===== src/rtl/ecc_secded_pkg.sv =====
// ecc_secded_pkg: SECDED codeword helpers and scrubber states shared by the memory
package ecc_secded_pkg;
    localparam int MAX_CW = 72;
    typedef enum logic [1:0] {S_IDLE, S_READ, S_CHECK, S_WB} scrub_state_t;
    function automatic int par_w(input int data_w);
        int r = 7;
        for (int p = 7; p >= 1; p--)
            if ((1 << p) >= data_w + p + 1) r = p;
        return r;
    endfunction
    function automatic logic [6:0] secded_syndrome(input logic [MAX_CW-1:0] cw, input int cw_w);
        logic [6:0] s = '0;
        for (int i = 1; i < MAX_CW; i++)
            if (i < cw_w && cw[i]) s = s ^ 7'(i);
        return s;
    endfunction
    function automatic logic [MAX_CW-1:0] secded_encode(input logic [63:0] d, input int data_w);
        logic [MAX_CW-1:0] cw = '0;
        logic [63:0] dd = d;
        logic [6:0] s;
        int cw_w = data_w + par_w(data_w) + 1;
        for (int i = 1; i < MAX_CW; i++)
            if (i < cw_w && (i & (i - 1)) != 0) begin
                cw[i] = dd[0];
                dd = dd >> 1;
            end
        s = secded_syndrome(cw, cw_w);
        for (int k = 0; k < 7; k++)
            if ((1 << k) < cw_w) cw[1 << k] = s[k];
        cw[0] = ^cw;
        return cw;
    endfunction
endpackage


===== src/rtl/secded_decoder.sv =====
// secded_decoder: combinational SECDED codeword to corrected data with sec/ded flags
module secded_decoder import ecc_secded_pkg::*; #(
    parameter int DATA_W = 8,
    parameter int CW_W = 13
) (
    input  logic [CW_W-1:0]   cw,
    output logic [DATA_W-1:0] data,
    output logic              sec,
    output logic              ded
);
    logic [6:0] syn;
    logic par_bad;
    logic [CW_W-1:0] fixed;
    // flip the bit the syndrome names, then gather data positions LSB-first
    always_comb begin
        syn = secded_syndrome(MAX_CW'(cw), CW_W);
        par_bad = ^cw;
        sec = par_bad && int'(syn) < CW_W;
        ded = par_bad ? !sec : syn != '0;
        fixed = sec ? cw ^ (CW_W'(1) << syn) : cw;
        data = '0;
        for (int i = 1; i < CW_W; i++)
            if ((i & (i - 1)) != 0) data = {fixed[i], data[DATA_W-1:1]};
    end
endmodule


===== src/rtl/ecc_secded_scrub_memory.sv =====
// ecc_secded_scrub_memory: SECDED-protected memory with fault injection and background scrubber
module ecc_secded_scrub_memory import ecc_secded_pkg::*; #(
    parameter int DATA_W = 8,
    parameter int ADDR_W = 4,
    parameter int DEPTH = 1 << ADDR_W,
    parameter int SCRUB_INTERVAL = 256,
    localparam int PAR_W = par_w(DATA_W),
    localparam int CW_W = DATA_W + PAR_W + 1,
    localparam int FA_W = $clog2(CW_W)
) (
    input  logic              clk,
    input  logic              rst,
    input  logic              wr_en,
    input  logic [ADDR_W-1:0] wr_addr,
    input  logic [DATA_W-1:0] wr_data,
    input  logic              rd_en,
    input  logic [ADDR_W-1:0] rd_addr,
    input  logic              fault_en,
    input  logic [FA_W-1:0]   fault_addr,
    input  logic              fault2_en,
    input  logic [FA_W-1:0]   fault2_addr,
    input  logic              scrub_en,
    output logic              rd_valid,
    output logic [DATA_W-1:0] rd_data,
    output logic              rd_sec,
    output logic              rd_ded,
    output logic              scrub_busy,
    output logic [15:0]       sec_count,
    output logic [15:0]       ded_count
);
    localparam int IW = $clog2(SCRUB_INTERVAL + 1);
    logic [CW_W-1:0] mem [DEPTH];
    scrub_state_t state;
    logic [ADDR_W-1:0] scrub_addr, next_addr;
    logic [IW-1:0] interval;
    logic [CW_W-1:0] scrub_cw, user_cw, fault_mask;
    logic [DATA_W-1:0] u_data, s_data;
    logic user_v, stale, wb_ok, u_sec, u_ded, s_sec, s_ded;
    logic [1:0] ded_inc;
    assign fault_mask = (fault_en && int'(fault_addr) < CW_W ? CW_W'(1) << fault_addr : '0)
                      | (fault2_en && fault2_addr != fault_addr && int'(fault2_addr) < CW_W ? CW_W'(1) << fault2_addr : '0);
    assign next_addr = scrub_addr == ADDR_W'(DEPTH - 1) ? '0 : scrub_addr + 1'b1;
    assign scrub_busy = state != S_IDLE;
    assign wb_ok = state == S_WB && !wr_en && !stale;
    assign ded_inc = {1'b0, user_v && u_ded} + {1'b0, state == S_CHECK && s_ded};
    secded_decoder #(.DATA_W(DATA_W), .CW_W(CW_W)) u_dec (
        .cw(user_cw ^ fault_mask), .data(u_data), .sec(u_sec), .ded(u_ded));
    secded_decoder #(.DATA_W(DATA_W), .CW_W(CW_W)) s_dec (
        .cw(scrub_cw), .data(s_data), .sec(s_sec), .ded(s_ded));
    // user read pipeline: array read, then faulted decode into the output registers
    always_ff @(posedge clk or negedge rst) begin
        if (!rst) begin
            user_v <= 1'b0;
            user_cw <= '0;
            rd_valid <= 1'b0;
            rd_data <= '0;
            rd_sec <= 1'b0;
            rd_ded <= 1'b0;
        end else begin
            user_v <= rd_en && !wr_en;
            if (rd_en) user_cw <= mem[rd_addr];
            rd_valid <= user_v;
            rd_data <= u_data;
            rd_sec <= user_v && u_sec;
            rd_ded <= user_v && u_ded;
        end
    end
    // array writes, scrubber walk with stale-writeback guard, saturating error counters
    always_ff @(posedge clk or negedge rst) begin
        if (!rst) begin
            for (int i = 0; i < DEPTH; i++) mem[i] <= '0;
            state <= S_IDLE;
            scrub_addr <= '0;
            interval <= '0;
            scrub_cw <= '0;
            stale <= 1'b0;
            sec_count <= '0;
            ded_count <= '0;
        end else begin
            if (wr_en) mem[wr_addr] <= CW_W'(secded_encode(64'(wr_data), DATA_W));
            else if (wb_ok) mem[scrub_addr] <= CW_W'(secded_encode(64'(s_data), DATA_W));
            if (wb_ok && sec_count != '1) sec_count <= sec_count + 1'b1;
            ded_count <= (17'(ded_count) + 17'(ded_inc) > 17'hFFFF) ? '1 : ded_count + 16'(ded_inc);
            if (state != S_IDLE && wr_en && wr_addr == scrub_addr) stale <= 1'b1;
            case (state)
                S_IDLE: if (scrub_en) begin
                    interval <= interval == IW'(SCRUB_INTERVAL - 1) ? '0 : interval + 1'b1;
                    if (interval == IW'(SCRUB_INTERVAL - 1)) begin
                        state <= S_READ;
                        stale <= 1'b0;
                    end
                end
                S_READ: if (!wr_en && !rd_en) begin
                    scrub_cw <= mem[scrub_addr];
                    state <= S_CHECK;
                end
                S_CHECK: begin
                    state <= s_sec ? S_WB : S_IDLE;
                    if (!s_sec) scrub_addr <= next_addr;
                end
                default: if (!wr_en) begin
                    state <= S_IDLE;
                    scrub_addr <= next_addr;
                end
            endcase
        end
    end
endmodule


===== config.mk =====
export PLATFORM = sky130hd
export DESIGN_NAME = ecc_secded_scrub_memory
export DESIGN_NICKNAME = d
export VERILOG_FILES = /design/src/rtl/ecc_secded_pkg.sv /design/src/rtl/secded_decoder.sv /design/src/rtl/ecc_secded_scrub_memory.sv
export SDC_FILE = /design/constraint.sdc
export NUM_CORES = 1
export LEC_CHECK = 0
export ABC_CLOCK_PERIOD_IN_PS = 8960
export CORE_MARGIN = 2
export CORE_UTILIZATION = 40
export CTS_CLUSTER_SIZE = 30
export DETAILED_ROUTE_END_ITERATION = 8
export PLACE_DENSITY = 0.54
export REMOVE_ABC_BUFFERS = 1
export SLEW_MARGIN = 20
export SYNTH_ARGS = -nofsm -noshare
export SYNTH_HDL_FRONTEND = slang
export SYNTH_HIERARCHICAL = 1
export SYNTH_SLANG_ARGS = --single-unit

===== constraint.sdc =====
create_clock -name clk -period 8.96 [get_ports clk]
set_input_delay 1.344 -clock clk [delete_from_list [all_inputs] [get_ports clk]]
set_output_delay 1.344 -clock clk [all_outputs]
set_load 0.05 [all_outputs]

; Word-level counts from Yosys, hierarchy flattened
; Cells that the tools add are included.
[classes]
addsub = 10
eq_ne = 14
n_bitwise = 156
n_lt_le_gt_ge = 152
muxes = 983
shifts = 4
n_reduce_logical = 164
[ops]
columns = operator, n
row1 = "< comparator 7 x 32 -> 1 bit, first input constant", 64
row2 = 2-to-1 mux 7 bit, 207
row3 = "< comparator 6 x 32 -> 1 bit, first input constant", 32
row4 = "< comparator 5 x 32 -> 1 bit, first input constant", 16
row5 = "< comparator 8 x 32 -> 1 bit, first input constant", 16
row6 = bitwise mux 208 bit, 2
row7 = 2-to-1 mux 208 bit, 2
row8 = 2-to-1 mux 6 bit, 66
row9 = 2-to-1 mux 1 bit, 365
row10 = 2-to-1 mux 56 bit, 5
row11 = 2-to-1 mux 52 bit, 5
row12 = "< comparator 4 x 32 -> 1 bit, first input constant", 8
row13 = 2-to-1 mux 32 bit, 8
row14 = 2-to-1 mux 48 bit, 5
row15 = 2-to-1 mux 57 bit, 4
row16 = 2-to-1 mux 44 bit, 5
row17 = 2-to-1 mux 55 bit, 4
row18 = 2-to-1 mux 54 bit, 4
row19 = 2-to-1 mux 53 bit, 4
row20 = 2-to-1 mux 51 bit, 4
row21 = 2-to-1 mux 40 bit, 5
row22 = 2-to-1 mux 50 bit, 4
row23 = 2-to-1 mux 49 bit, 4
row24 = 2-to-1 mux 47 bit, 4
row25 = 98 further kinds, 640
[totals]
wordCells = 1512
reg_bits = 294

; Depth between registers and ports, before layout
[depth]
ltp_word = 287
ltp_mapped = 21

; By module
; Netlist, hierarchy kept.
[by_module_without_submodules]
columns = mod, instances, area_each_um2, cells_per_inst
row1 = ecc_secded_scrub_memory, 1, 16594.7, 1543
row2 = secded_decoder at s_dec, 1, 598.1, 57
row3 = secded_decoder at u_dec, 1, 585.6, 58

; Least setup slack after synthesis
; OpenSTA, ideal clock, no wires.
[synth_path]
path_kind = input port to flip-flop
startpoint = in fault_addr[1]
endpoint = reg ded_count[5]
setup_slack_ns = 2.886
setup_time_ns = 0.146
arrival_ns = 5.928
t_required_ns = 8.814
path_stages = 21
n_path_buf = 2
cell_sequence = clkbuf_1 xor2_1 o41ai_1 nor3_1 a32oi_1 xnor2_1 xnor2_4 xnor2_1 nor4_2 a211oi_2 o21a_1 and2_1 ha_1 ha_1 fa_1 and3_1 and3_1 and2_0 nand2b_1 clkbuf_1 o21ai_0
[synth_between]
elab_chain_len = 32
elab_cells_between_ends = 42
cone_classes = add/sub (3) / order compare (3) / eq/ne (1) / shift (1) / mux (16) / bitwise (10) / reduce/logical (8)
[synth_lines]
columns = element, line_no
row1 = from (decl), ecc_secded_scrub_memory.sv:19  ; input logic [FA_W-1:0] fault_addr,
row2 = "parallel branches: the longest is 4 deep, another holds < comparator 4 bit", n/a
row3 = bitwise OR 13 bit *, ecc_secded_scrub_memory.sv:41  ; | (fault2_en && fault2_addr != fault_addr && int'(fault2_addr) < CW_W ? CW_W'(1) << fault2_addr : '0);
row4 = bitwise XOR 13 bit *, ecc_secded_scrub_memory.sv:47  ; .cw(user_cw ^ fault_mask), .data(u_data), .sec(u_sec), .ded(u_ded));
row5 = 2-to-1 mux 1 bit, ecc_secded_pkg.sv:14  ; if (i < cw_w && cw[i]) s = s ^ 7'(i);
row6 = 2-to-1 mux 2 bit, ecc_secded_pkg.sv:14
row7 = inverter 2 bit (no source line), n/a
row8 = 2-to-1 mux 2 bit, ecc_secded_pkg.sv:14
row9 = 2-to-1 mux 3 bit, ecc_secded_pkg.sv:14
row10 = [... 14 more ...], n/a
row11 = logical NOT 1 bit, secded_decoder.sv:19  ; ded = par_bad ? !sec : syn != '0;
row12 = 2-to-1 mux 1 bit *, secded_decoder.sv:19
row13 = named net u_ded, ecc_secded_scrub_memory.sv:38  ; logic user_v, stale, wb_ok, u_sec, u_ded, s_sec, s_ded;
row14 = logical AND 1 bit *, ecc_secded_scrub_memory.sv:45  ; assign ded_inc = {1'b0, user_v && u_ded} + {1'b0, state == S_CHECK && s_ded};
row15 = adder 1 x 1 -> 2 bit *, ecc_secded_scrub_memory.sv:45
row16 = adder 16 x 2 -> 17 bit, ecc_secded_scrub_memory.sv:83  ; ded_count <= (17'(ded_count) + 17'(ded_inc) > 17'hFFFF) ? '1 : ded_count + 16'(ded_inc);
row17 = > comparator 17 x 16 -> 1 bit, ecc_secded_scrub_memory.sv:83
row18 = 2-to-1 mux 16 bit *, ecc_secded_scrub_memory.sv:83
row19 = to (signal assigned), ecc_secded_scrub_memory.sv:83
row20 = to (decl), ecc_secded_scrub_memory.sv:29  ; output logic [15:0] ded_count
; Mark *: on every way through the listed nets, which the timed path passes.
; A chain may end at the register's enable or synchronous reset.

; Final worst setup path
; Same ends and word-level chain as after synthesis.

==> impl_metrics.ini <==
[layout]
final_area_sq_um = 20500
final_core_util = 0.465
fillers = 4145
layout-drive-gt1-share = 0.181
nets = 1729
num_antenna_cells = 0
syn_to_final_growth_pct = 15.1

[sta]
rsz0062_at_grt = false
finalMaxSlewViolations = 0
fin_crit_ns = 6.66
slew_headroom = 0.187
finalSetupViolCount = 0
max_freq_ghz = 0.150
hold_viol_final = 0
tns_ns = 0
whs_ns = 0.385
skew_ns = 0.0186
finalCritPeriodShare = 0.744
worst_pin_slew_ns = 1.22

[grt]
grt_pass1_vias = 14300
antenna_found_initial = 1
grt_remaining_overflow = 0
grt_usage = 0.255
grt_max_degree = 91
grt_first_pass_wirelength_mm = 90.0

[logic_synthesis]
yosys.area.top_type = dfrtp_1
seq_area_frac_synth = 0.414
synth_top_family_by_area = compound AO/OA/AOI/OAI gates
yosysMostFrequentCell = nand2_1
syn_area_per_cell_sq_um = 10.7
synthXorXnorAreaFrac = 0.0854
yosys_register_bits = 294
synth_compound_area_frac = 0.184
yosys.area_share.simple = 0.134
netlist_area_sq_um = 17800
ys.flop_type = dfrtp_1
synth_common_cells = nand2_1 (295), dfrtp_1 (294), a22oi_1 (156)
synthDistinctLibCells = 68
synth_mux_area_frac = 0.142
async_reset_ff_frac = 1.00
syn_inst = 1658
synthAdderAreaFrac = 0.00746
synth_warnings = 6
synth_top_area_share = 0.414
synth-edff-count = 0
synthTopCellsByArea = dfrtp_1 (41%), mux4_2 (13%), a22oi_1 (6.6%), nand2_1 (6.2%), xnor2_1 (3.9%)

[floorplan]
rows = 77
core_sq_um = 44000
dieHeight_microns = 215
start_util = 0.404
die_width_microns = 215
io_pins = 75
die_area_sq_um = 46100

[power_and_ir_drop]
peakVddDrop_mv = 0.140
total_leakage_power_nw = 8.26
power_density_nw_per_um2 = 228

[run]
maxCapViolations = 0

[setup_path]
start_kind = input port
crit_type = in -> reg
endpoint_kind = register
crit_required_ns = 9.37
cp.arrival_ns = 7.07
critPathMaxFanout = 12

[detailed_routing]
first_pass_iters = 6
drt-wirelength-per-cell_microns = 25.6
drt-total-wl_mm = 58.9
ant_nets = 0
drtIter0Drc = 1664
post_drt_via_cell_ratio = 6.28
vias = 14500
drc = 0

[worst_hold_path]
hold_path.class = reg -> reg

[clock_network]
htree_levels = 2
cts_resized = 0
clock_path_buffers = 3
hold_buffers = 0
clk_pin_slew_worst_paths_ns = 0.06
cts_root_buf = clkbuf_16
cts_tree = done
clk_latency_ns = 0.56
cts_buffers = 38
post_cts_buffers = 0
clock-sinks = 294

[run_status]
status = finished, final reports clean

[placement]
io_buffers = 74
place_area_sq_um = 19200
place.gp.congestion = 0.873
place.detailed.hpwl_mm = 39.8
-- placed cells by master (no fill, tap or decap), drive strengths merged, types with 5 or more instances in the layout --
master,count
a21oi,14
a221o,10
a221oi,13
a22o,49
a22oi,156
a31oi,5
a32oi,7
and2,8
and3,12
and4,6
buf,49
clkbuf,54
clkdlybuf4s50,71
dfrtp,294
ha,9
inv,9
mux2,16
mux4,104
nand2,295
nand2b,13
nand3,24
nand4,9
nor2,61
nor2b,19
nor3,29
nor4,14
o21ai,119
o221ai,35
o22ai,36
xnor2,91
xnor3,6
xor2,30
-- power by group --
group,internal [mW],switching [mW],leakage [nW]
Clock,0.983,0.609,0.629
Combinational,0.578,0.684,3.81
Sequential,1.60,0.206,3.83
Total,3.16,1.50,8.26
-- per-stage QoR --
stage	setup slack [ns]	cells	power, mW
after floorplan	3.17	1528	2.67
after global placement	1.95	2240	3.04
after detailed placement	1.74	2240	3.07
after CTS	2.30	2305	4.68
after global routing	1.84	2305	4.88
final	2.30	2305	4.66
-- worst max-delay path, stage by stage --
cell	delay, ns
clkdlybuf4s50_1	0.55
xor2_1	0.22
o41ai_1	0.67
nor3_1	0.20
a32oi_1	0.25
xnor2_1	0.31
xor2_1	0.18
xnor2_1	0.58
nor4_4	0.13
a211oi_2	0.26
o21a_1	0.15
and2_1	0.16
ha_1	0.24
ha_1	0.21
fa_1	0.41
and3_1	0.18
and3_1	0.22
and2_0	0.23
nand2b_1	0.39
o21ai_0	0.15
-- area by class of cell --
| cell class | count | area (sq um) | share of cell area |
|---|---|---|---|
| Multi-Input combinational cell | 1226 | 9960 | 0.487 |
| Clock inverter | 11 | 164 | 0.00801 |
| Sequential cell | 294 | 7360 | 0.360 |
| Timing Repair Buffer | 120 | 1080 | 0.0530 |
| Clock buffer | 54 | 1120 | 0.0548 |
| Inverter | 8 | 30.0 | 0.00147 |
| Tap cell | 592 | 741 | 0.0362 |
-- layer usage --
layer	GRT usage	up-vias	wire (microns)
met3	0.0525	107	5300
met4	0.0764	2	1440
li1	-	6315	-
met5	0	-	13
met1	0.352	7297	24400
met2	0.407	745	27800
-- worst paths after layout --
check                         startpoint             to  slack (ns)  depth (start not counted)
max                        fault_addr[1]   ded_count[5]        2.30                         20
min in group asynchronous            rst  ded_count[12]        0.82                          1
min                               user_v       rd_valid        0.38                          0
min reg2reg                       user_v       rd_valid        0.38                          0
max in group asynchronous            rst  scrub_addr[1]        6.54                          2
max reg2reg                   user_cw[7]   ded_count[5]        4.37                         15
-- kinds of logic (layout without fill, tap and decap cells) --
logic type,Yosys count,count (layout)
compound gates,463,463
mux,121,121
simple gates,501,501
flops,294,294
xor+xnor,131,131
fa+ha+maj,10,10
buf+inv,138,193
-- flip-flops by register name (all words and copies together) (netlist names), 2 cells and up --
signal      flops
scrub_cw       13
scrub_addr      4
state           2
rd_data         8
sec_count      16
ded_count      16
interval        9
mem           208
user_cw        13
No activity file was read; power rests on OpenSTA's default activity.
